`src/rtl/bc_sequencer_if.sv`:
```
// Handshake, programming and control-word bus between the sequencing logic and bc_sequencer.
// Abort request/indication signals exist only when BC_SEQ_ABORT_EN is defined.
interface bc_sequencer_if #(
  parameter int NUM_STEPS = 6,
  parameter int NUM_LD    = 4,
  parameter int NUM_SEL   = 3,
  parameter int SEL_W     = 2,
  parameter int ITER_W    = 4
);
  localparam int ADDR_W = (NUM_STEPS > 2) ? $clog2(NUM_STEPS) : 1;
  localparam int CW_W   = NUM_LD + NUM_SEL * SEL_W;

  logic                     i_start;
  logic [ADDR_W-1:0]        i_last_step;
  logic [ITER_W-1:0]        i_iter;
  logic                     i_stall;
  logic                     i_prog_we;
  logic [ADDR_W-1:0]        i_prog_addr;
  logic [CW_W-1:0]          i_prog_data;
  logic [NUM_LD-1:0]        o_ld;
  logic [NUM_SEL*SEL_W-1:0] o_sel;
  logic [ADDR_W-1:0]        o_step;
  logic                     o_busy;
  logic                     o_done;
`ifdef BC_SEQ_ABORT_EN
  logic                     i_abort;
  logic                     o_aborted;
`endif

  modport master (
    output i_start, i_last_step, i_iter, i_stall, i_prog_we, i_prog_addr, i_prog_data,
`ifdef BC_SEQ_ABORT_EN
    output i_abort,
    input  o_aborted,
`endif
    input  o_ld, o_sel, o_step, o_busy, o_done
  );

  modport slave (
    input  i_start, i_last_step, i_iter, i_stall, i_prog_we, i_prog_addr, i_prog_data,
`ifdef BC_SEQ_ABORT_EN
    input  i_abort,
    output o_aborted,
`endif
    output o_ld, o_sel, o_step, o_busy, o_done
  );
endinterface

```
`src/rtl/bc_sequencer.sv`:
```
// Programmable control-word sequencer: replays table[0..last_step] for iter passes on ld/sel.
// Define BC_SEQ_ABORT_EN to add the abort input and aborted output.
module bc_sequencer #(
  parameter int NUM_STEPS = 6,
  parameter int NUM_LD    = 4,
  parameter int NUM_SEL   = 3,
  parameter int SEL_W     = 2,
  parameter int ITER_W    = 4
) (
  input logic           clk,
  input logic           reset,
  bc_sequencer_if.slave bus
);
  localparam int ADDR_W = (NUM_STEPS > 2) ? $clog2(NUM_STEPS) : 1;
  localparam int SW_W   = NUM_SEL * SEL_W;
  localparam int CW_W   = NUM_LD + SW_W;
  localparam logic [ADDR_W-1:0] LAST_IDX = ADDR_W'(NUM_STEPS - 1);

  typedef enum logic [1:0] {
    ST_IDLE = 2'd0,
    ST_RUN  = 2'd1,
    ST_DONE = 2'd2
  } state_t;

  state_t            r_state, w_state_nxt;
  logic [CW_W-1:0]   r_table [NUM_STEPS];
  logic [NUM_LD-1:0] r_ld, w_ld_nxt;
  logic [SW_W-1:0]   r_sel, w_sel_nxt;
  logic [ADDR_W-1:0] r_step, w_step_nxt;
  logic [ADDR_W-1:0] r_last, w_last_nxt;
  logic [ITER_W-1:0] r_iter, w_iter_nxt;
  logic [ITER_W-1:0] r_pass, w_pass_nxt;
  logic              r_busy, r_done;
  logic              w_fetch;
  logic [ADDR_W-1:0] w_fetch_idx;
  logic [CW_W-1:0]   w_word;
  logic              w_abort;

`ifdef BC_SEQ_ABORT_EN
  logic r_aborted;
  assign w_abort       = bus.i_abort;
  assign bus.o_aborted = r_aborted;
`else
  assign w_abort = 1'b0;
`endif

  assign w_word = r_table[w_fetch_idx];

  // Next-state and next-output decode for the sequencer FSM.
  always_comb begin
    w_state_nxt = r_state;
    w_ld_nxt    = '0;
    w_sel_nxt   = r_sel;
    w_step_nxt  = r_step;
    w_last_nxt  = r_last;
    w_iter_nxt  = r_iter;
    w_pass_nxt  = r_pass;
    w_fetch     = 1'b0;
    w_fetch_idx = '0;
    case (r_state)
      ST_IDLE: begin
        w_sel_nxt  = '0;
        w_step_nxt = '0;
        if (bus.i_start) begin
          w_state_nxt = ST_RUN;
          w_last_nxt  = (bus.i_last_step > LAST_IDX) ? LAST_IDX : bus.i_last_step;
          w_iter_nxt  = (bus.i_iter == '0) ? ITER_W'(1) : bus.i_iter;
          w_pass_nxt  = '0;
          w_fetch     = 1'b1;
        end else begin
          w_state_nxt = ST_IDLE;
        end
      end
      ST_RUN: begin
        if (w_abort) begin
          w_state_nxt = ST_DONE;
          w_sel_nxt   = '0;
          w_step_nxt  = '0;
        end else if (bus.i_stall) begin
          // ld drops to zero so each word's loads fire exactly once
          w_state_nxt = ST_RUN;
        end else if (r_step != r_last) begin
          w_fetch     = 1'b1;
          w_fetch_idx = r_step + ADDR_W'(1);
        end else if (ITER_W'(r_pass + ITER_W'(1)) < r_iter) begin
          w_fetch     = 1'b1;
          w_fetch_idx = '0;
          w_pass_nxt  = r_pass + ITER_W'(1);
        end else begin
          w_state_nxt = ST_DONE;
          w_sel_nxt   = '0;
          w_step_nxt  = '0;
        end
      end
      ST_DONE: begin
        w_state_nxt = ST_IDLE;
        w_sel_nxt   = '0;
        w_step_nxt  = '0;
      end
      default: begin
        w_state_nxt = ST_IDLE;
        w_sel_nxt   = '0;
        w_step_nxt  = '0;
      end
    endcase
    if (w_fetch) begin
      w_step_nxt = w_fetch_idx;
      w_ld_nxt   = w_word[NUM_LD-1:0];
      w_sel_nxt  = w_word[CW_W-1:NUM_LD];
    end else begin
      w_step_nxt = w_step_nxt;
    end
  end

  // State, latched run parameters and registered outputs.
  always_ff @(posedge clk or negedge reset) begin
    if (!reset) begin
      r_state <= ST_IDLE;
      r_ld    <= '0;
      r_sel   <= '0;
      r_step  <= '0;
      r_last  <= '0;
      r_iter  <= '0;
      r_pass  <= '0;
      r_busy  <= 1'b0;
      r_done  <= 1'b0;
    end else begin
      r_state <= w_state_nxt;
      r_ld    <= w_ld_nxt;
      r_sel   <= w_sel_nxt;
      r_step  <= w_step_nxt;
      r_last  <= w_last_nxt;
      r_iter  <= w_iter_nxt;
      r_pass  <= w_pass_nxt;
      r_busy  <= (w_state_nxt == ST_RUN);
      r_done  <= (w_state_nxt == ST_DONE);
    end
  end

`ifdef BC_SEQ_ABORT_EN
  // Aborted flag accompanies the done pulse of an aborted run only.
  always_ff @(posedge clk or negedge reset) begin
    if (!reset) begin
      r_aborted <= 1'b0;
    end else begin
      r_aborted <= (r_state == ST_RUN) && w_abort;
    end
  end
`endif

  // Control-word table; a same-edge fetch still sees the old word, and addresses past the table are dropped.
  always_ff @(posedge clk or negedge reset) begin
    if (!reset) begin
      for (int i = 0; i < NUM_STEPS; i++) begin
        r_table[i] <= '0;
      end
    end else begin
      for (int i = 0; i < NUM_STEPS; i++) begin
        if (bus.i_prog_we && (bus.i_prog_addr == ADDR_W'(i))) begin
          r_table[i] <= bus.i_prog_data;
        end
      end
    end
  end

  assign bus.o_ld   = r_ld;
  assign bus.o_sel  = r_sel;
  assign bus.o_step = r_step;
  assign bus.o_busy = r_busy;
  assign bus.o_done = r_done;
endmodule

```
`src/flat_wrapper.sv`:
```
// flat-port wrapper written by rule: the top's interface ports become plain ports
module bc_sequencer_flat 
#(
  parameter int NUM_STEPS = 6,
  parameter int NUM_LD    = 4,
  parameter int NUM_SEL   = 3,
  parameter int SEL_W     = 2,
  parameter int ITER_W    = 4
)
  (clk, reset, bus_i_start, bus_i_last_step, bus_i_iter, bus_i_stall, bus_i_prog_we, bus_i_prog_addr, bus_i_prog_data, bus_o_ld, bus_o_sel, bus_o_step, bus_o_busy, bus_o_done);
  bc_sequencer_if #(.NUM_STEPS(NUM_STEPS), .NUM_LD(NUM_LD), .NUM_SEL(NUM_SEL), .SEL_W(SEL_W), .ITER_W(ITER_W)) bus_i ();
  input logic clk;
  input logic reset;
  input wire logic [$bits(bus_i.i_start)-1:0] bus_i_start;
  input wire logic [$bits(bus_i.i_last_step)-1:0] bus_i_last_step;
  input wire logic [$bits(bus_i.i_iter)-1:0] bus_i_iter;
  input wire logic [$bits(bus_i.i_stall)-1:0] bus_i_stall;
  input wire logic [$bits(bus_i.i_prog_we)-1:0] bus_i_prog_we;
  input wire logic [$bits(bus_i.i_prog_addr)-1:0] bus_i_prog_addr;
  input wire logic [$bits(bus_i.i_prog_data)-1:0] bus_i_prog_data;
  output wire logic [$bits(bus_i.o_ld)-1:0] bus_o_ld;
  output wire logic [$bits(bus_i.o_sel)-1:0] bus_o_sel;
  output wire logic [$bits(bus_i.o_step)-1:0] bus_o_step;
  output wire logic [$bits(bus_i.o_busy)-1:0] bus_o_busy;
  output wire logic [$bits(bus_i.o_done)-1:0] bus_o_done;
  assign bus_i.i_start = bus_i_start;
  assign bus_i.i_last_step = bus_i_last_step;
  assign bus_i.i_iter = bus_i_iter;
  assign bus_i.i_stall = bus_i_stall;
  assign bus_i.i_prog_we = bus_i_prog_we;
  assign bus_i.i_prog_addr = bus_i_prog_addr;
  assign bus_i.i_prog_data = bus_i_prog_data;
  assign bus_o_ld = bus_i.o_ld;
  assign bus_o_sel = bus_i.o_sel;
  assign bus_o_step = bus_i.o_step;
  assign bus_o_busy = bus_i.o_busy;
  assign bus_o_done = bus_i.o_done;
  bc_sequencer #(.NUM_STEPS(NUM_STEPS), .NUM_LD(NUM_LD), .NUM_SEL(NUM_SEL), .SEL_W(SEL_W), .ITER_W(ITER_W)) u_core (.clk(clk), .reset(reset), .bus(bus_i));
endmodule
```
`config.mk`:
```
export PLATFORM = sky130hd
export DESIGN_NAME = bc_sequencer_flat
export DESIGN_NICKNAME = d
export VERILOG_FILES = /design/src/rtl/bc_sequencer_if.sv /design/src/rtl/bc_sequencer.sv /design/src/flat_wrapper.sv
export SDC_FILE = /design/constraint.sdc
export NUM_CORES = 1
export LEC_CHECK = 0
export ABC_CLOCK_PERIOD_IN_PS = 4200
export CORE_MARGIN = 1.5
export CORE_UTILIZATION = 61
export CTS_CLUSTER_SIZE = 28
export DETAILED_ROUTE_END_ITERATION = 6
export PLACE_DENSITY = 0.84
export SYNTH_ARGS = -nofsm -noshare
export SYNTH_HDL_FRONTEND = slang
export SYNTH_SLANG_ARGS = --single-unit
```
`constraint.sdc`:
```
create_clock -name clk -period 4.2 [get_ports clk]
set_clock_uncertainty 0.15 [all_clocks]
set_input_delay 0.84 -clock clk [delete_from_list [all_inputs] [get_ports clk]]
set_output_delay 0.84 -clock clk [all_outputs]
set_load 0.01 [all_outputs]
```
==> results_dict.tcl <==
set metrics [dict create \
    status "finished, violations left" \
    violations "design-rule violations" \
    yosysUniqueCellTypes 49 \
    yosysSeqAreaShare 0.531 \
    final_cell_mix "dfrtp_1, mux2_2, clkdlybuf4s50_1, nand2_1, nor2_1" \
    period_needed_ns 3.11 \
    synth-seq-cells 88 \
    avgSynthCellArea_um2 12.3 \
    cts_made_buffers 9 \
    hold_slack_ns 0.353 \
    hold_path_startpoint "u_core.r_iter[0]" \
    yosys_warnings 0 \
    r2r_end "u_core.bus.o_sel[5]" \
    worstHoldEndpoint "u_core.r_iter[0]" \
    grt_pass1_wl_mm 15.1 \
    placementRows 29 \
    critPathLaunchType "register" \
    hold_viol 0 \
    place.gp.congestion 0.849 \
    place_inst 443 \
    power_density_nw_per_um2 663 \
    clockBufferDepth 2 \
    fill_cells 458 \
    final_common_cell "dfrtp_1" \
    drv_cap 0 \
    postCtsResizedCells 0 \
    timing.final.crit_share 0.740 \
    rsz0062_at_grt "false" \
    cts_tree "done" \
    arrival_ns 3.21 \
    wl_mm 9.10 \
    synth_area_um2 4150 \
    grt_pass1_vias 3023 \
    core_area_um2 6460 \
    relSlewSlack 0.276 \
    drtPass1Iterations 7 \
    die_area_um2 7300 \
    die_width_um 85.5 \
    drv_slew 0 \
    r2r_start "u_core.bus.o_step[0]" \
    worstSetupPathType "register to register" \
    fin_nets 407 \
    r2r_cells 5 \
    cts_sinks 88 \
    antennaDiodeCount 0 \
    power_mw 3.19 \
    min_path_type "register to register" \
    drt_iter0_markers 276 \
    drive_above_1_share 0.285 \
    initial_core_util 0.642 \
    grt_max_degree 89 \
    postSynthCellCount 337 \
    vias_per_cell 6.35 \
    grt_antenna_before_repair 0 \
    portBuffers 39 \
    cts_root_buffer "clkbuf_8" \
    crit_path_end_kind "register" \
    syn_to_final_growth_pct 15.9 \
    gr-total-overflow 0 \
    p_leak_nw 2.04 \
    insertion_delay_ns 0.37 \
    vias 2915 \
    setup_violations 0 \
    ant_nets 0 \
    ys.flop_type "dfrtp_1" \
    htreeDepth 3 \
    grtUsageTotal 0.275 \
    max_freq_ghz 0.322 \
    synth_nets 367 \
    vdd_drop_max_mv 0.276 \
    cts_hold_buffers 0 \
    cts_setup_buffers 0 \
    wire_per_inst_um 19.8 \
    drc 4 \
    rrSetupSlack_ns 1.09 \
    synth_edf_count 0 \
    async_flop_share 1.00 \
    crit_fanout 17 \
    cp_data_required_time_ns 4.30 \
    die_h_um 85.5 \
    clk_pin_slew_ns 0.09 \
    tightestPinTransition_ns 1.09 \
    tns_ns 0 \
    stdcell_count 459 \
    ios 40 \
    min_path_cells 2 \
    dpl.hpwl_mm 6.03 \
]
==> power breakdown <==
part	switching (mW)	internal [mW]	leakage (nW)	total [mW]
Sequential	0.190	1.09	1.08	1.28
Combinational	0.660	0.606	0.850	1.27
Clock	0.306	0.336	0.110	0.642
==> how the worst max path moves through the flow <==
stage,start,endpoint,slack (ns),cells past startpoint
6_report,u_core.bus.o_step[0],u_core.bus.o_sel[5],1.09,5
5_1_grt,u_core.bus.o_step[0],u_core.bus.o_sel[0],1.01,5
4_1_cts,u_core.bus.o_step[0],u_core.bus.o_sel[5],1.13,5
3_5_place_dp,bus_i_stall,u_core.bus.o_sel[4],1.0,7
3_3_place_gp,bus_i_stall,u_core.bus.o_sel[1],1.06,7
2_1_floorplan,u_core.r_pass[0],u_core.r_pass[0],1.74,8
==> cells in the mapped netlist (2+ instances only) <==
cell | count | area share
nand4_1 | 2 | 0.0030
mux2_2 | 68 | 0.18
nand3_1 | 5 | 0.0060
a21oi_1 | 9 | 0.011
xor2_1 | 2 | 0.0042
buf_2 | 2 | 0.0024
o21ai_0 | 12 | 0.014
clkbuf_1 | 8 | 0.0072
o21a_1 | 6 | 0.011
nand2_1 | 37 | 0.033
o22ai_1 | 8 | 0.012
a2bb2oi_1 | 9 | 0.019
a221o_2 | 5 | 0.014
nand2b_1 | 3 | 0.0045
ha_1 | 5 | 0.015
nor3b_1 | 2 | 0.0036
mux2i_1 | 5 | 0.012
xnor2_1 | 5 | 0.011
a21oi_2 | 4 | 0.0084
dfrtp_1 | 88 | 0.53
nand3b_1 | 2 | 0.0036
nor2_1 | 13 | 0.012
buf_6 | 4 | 0.011
or3_1 | 2 | 0.0030
o211ai_1 | 3 | 0.0054
inv_1 | 4 | 0.0036
nor4bb_1 | 2 | 0.0048
==> state kept, by name (all words and copies together) (netlist names) <==
signal / cells
u_core.bus.o_busy: 1
u_core.bus.o_done: 1
u_core.bus.o_ld: 4
u_core.bus.o_sel: 6
u_core.bus.o_step: 3
u_core.r_iter: 4
u_core.r_last: 3
u_core.r_pass: 4
u_core.r_state: 2
u_core.r_table: 60
==> worst max-delay path, cell delays in order, from the launching register on <==
cell	delay (ns)
dfrtp_1	0.99
xnor2_1	0.23
nand3_1	0.49
o31a_1	0.55
o21a_1	0.23
a221o_2	0.35
==> through the flow <==
stage                     instance area [um^2]   util  setup slack [ns]
after floorplan                           4150      -              1.74
after global placement                    4590  0.711              1.06
after detailed placement                  4590  0.711             0.997
after CTS                                 4810  0.744              1.13
after global routing                      4810  0.744              1.01
final                                     4810  0.744              1.09
==> routing by layer <==
layer | vias up | part of all wire | track usage
li1 | 1314 | - | -
met1 | 1470 | 0.42 | 0.375
met2 | 114 | 0.50 | 0.437
met3 | 17 | 0.059 | 0.0389
met4 | 0 | 0.021 | 0.135
met5 | - | 0 | 0
==> layout make-up <==
| type | instances | area (um^2) | share of cell area |
|---|---|---|---|
| Clock buffer | 9 | 124 | 0.0258 |
| Clock inverter | 7 | 95.1 | 0.0198 |
| Inverter | 4 | 15.0 | 0.00312 |
| Multi-Input combinational cell | 229 | 1840 | 0.383 |
| Sequential cell | 88 | 2200 | 0.458 |
| Tap cell | 77 | 96.3 | 0.0200 |
| Timing Repair Buffer | 45 | 433 | 0.0900 |
==> cells by family after synthesis <==
group / Yosys count / synth area share
AOI/OAI and AO/OA: 65 / 0.115
xor gates and xnor gates: 7 / 0.0148
adders and majority gates: 5 / 0.0151
buffers and inverters: 20 / 0.0293
DFF: 88 / 0.531
muxes: 73 / 0.197
and+or+nand+nor: 79 / 0.0983
Note: power is estimated with default switching activity, not from simulation.
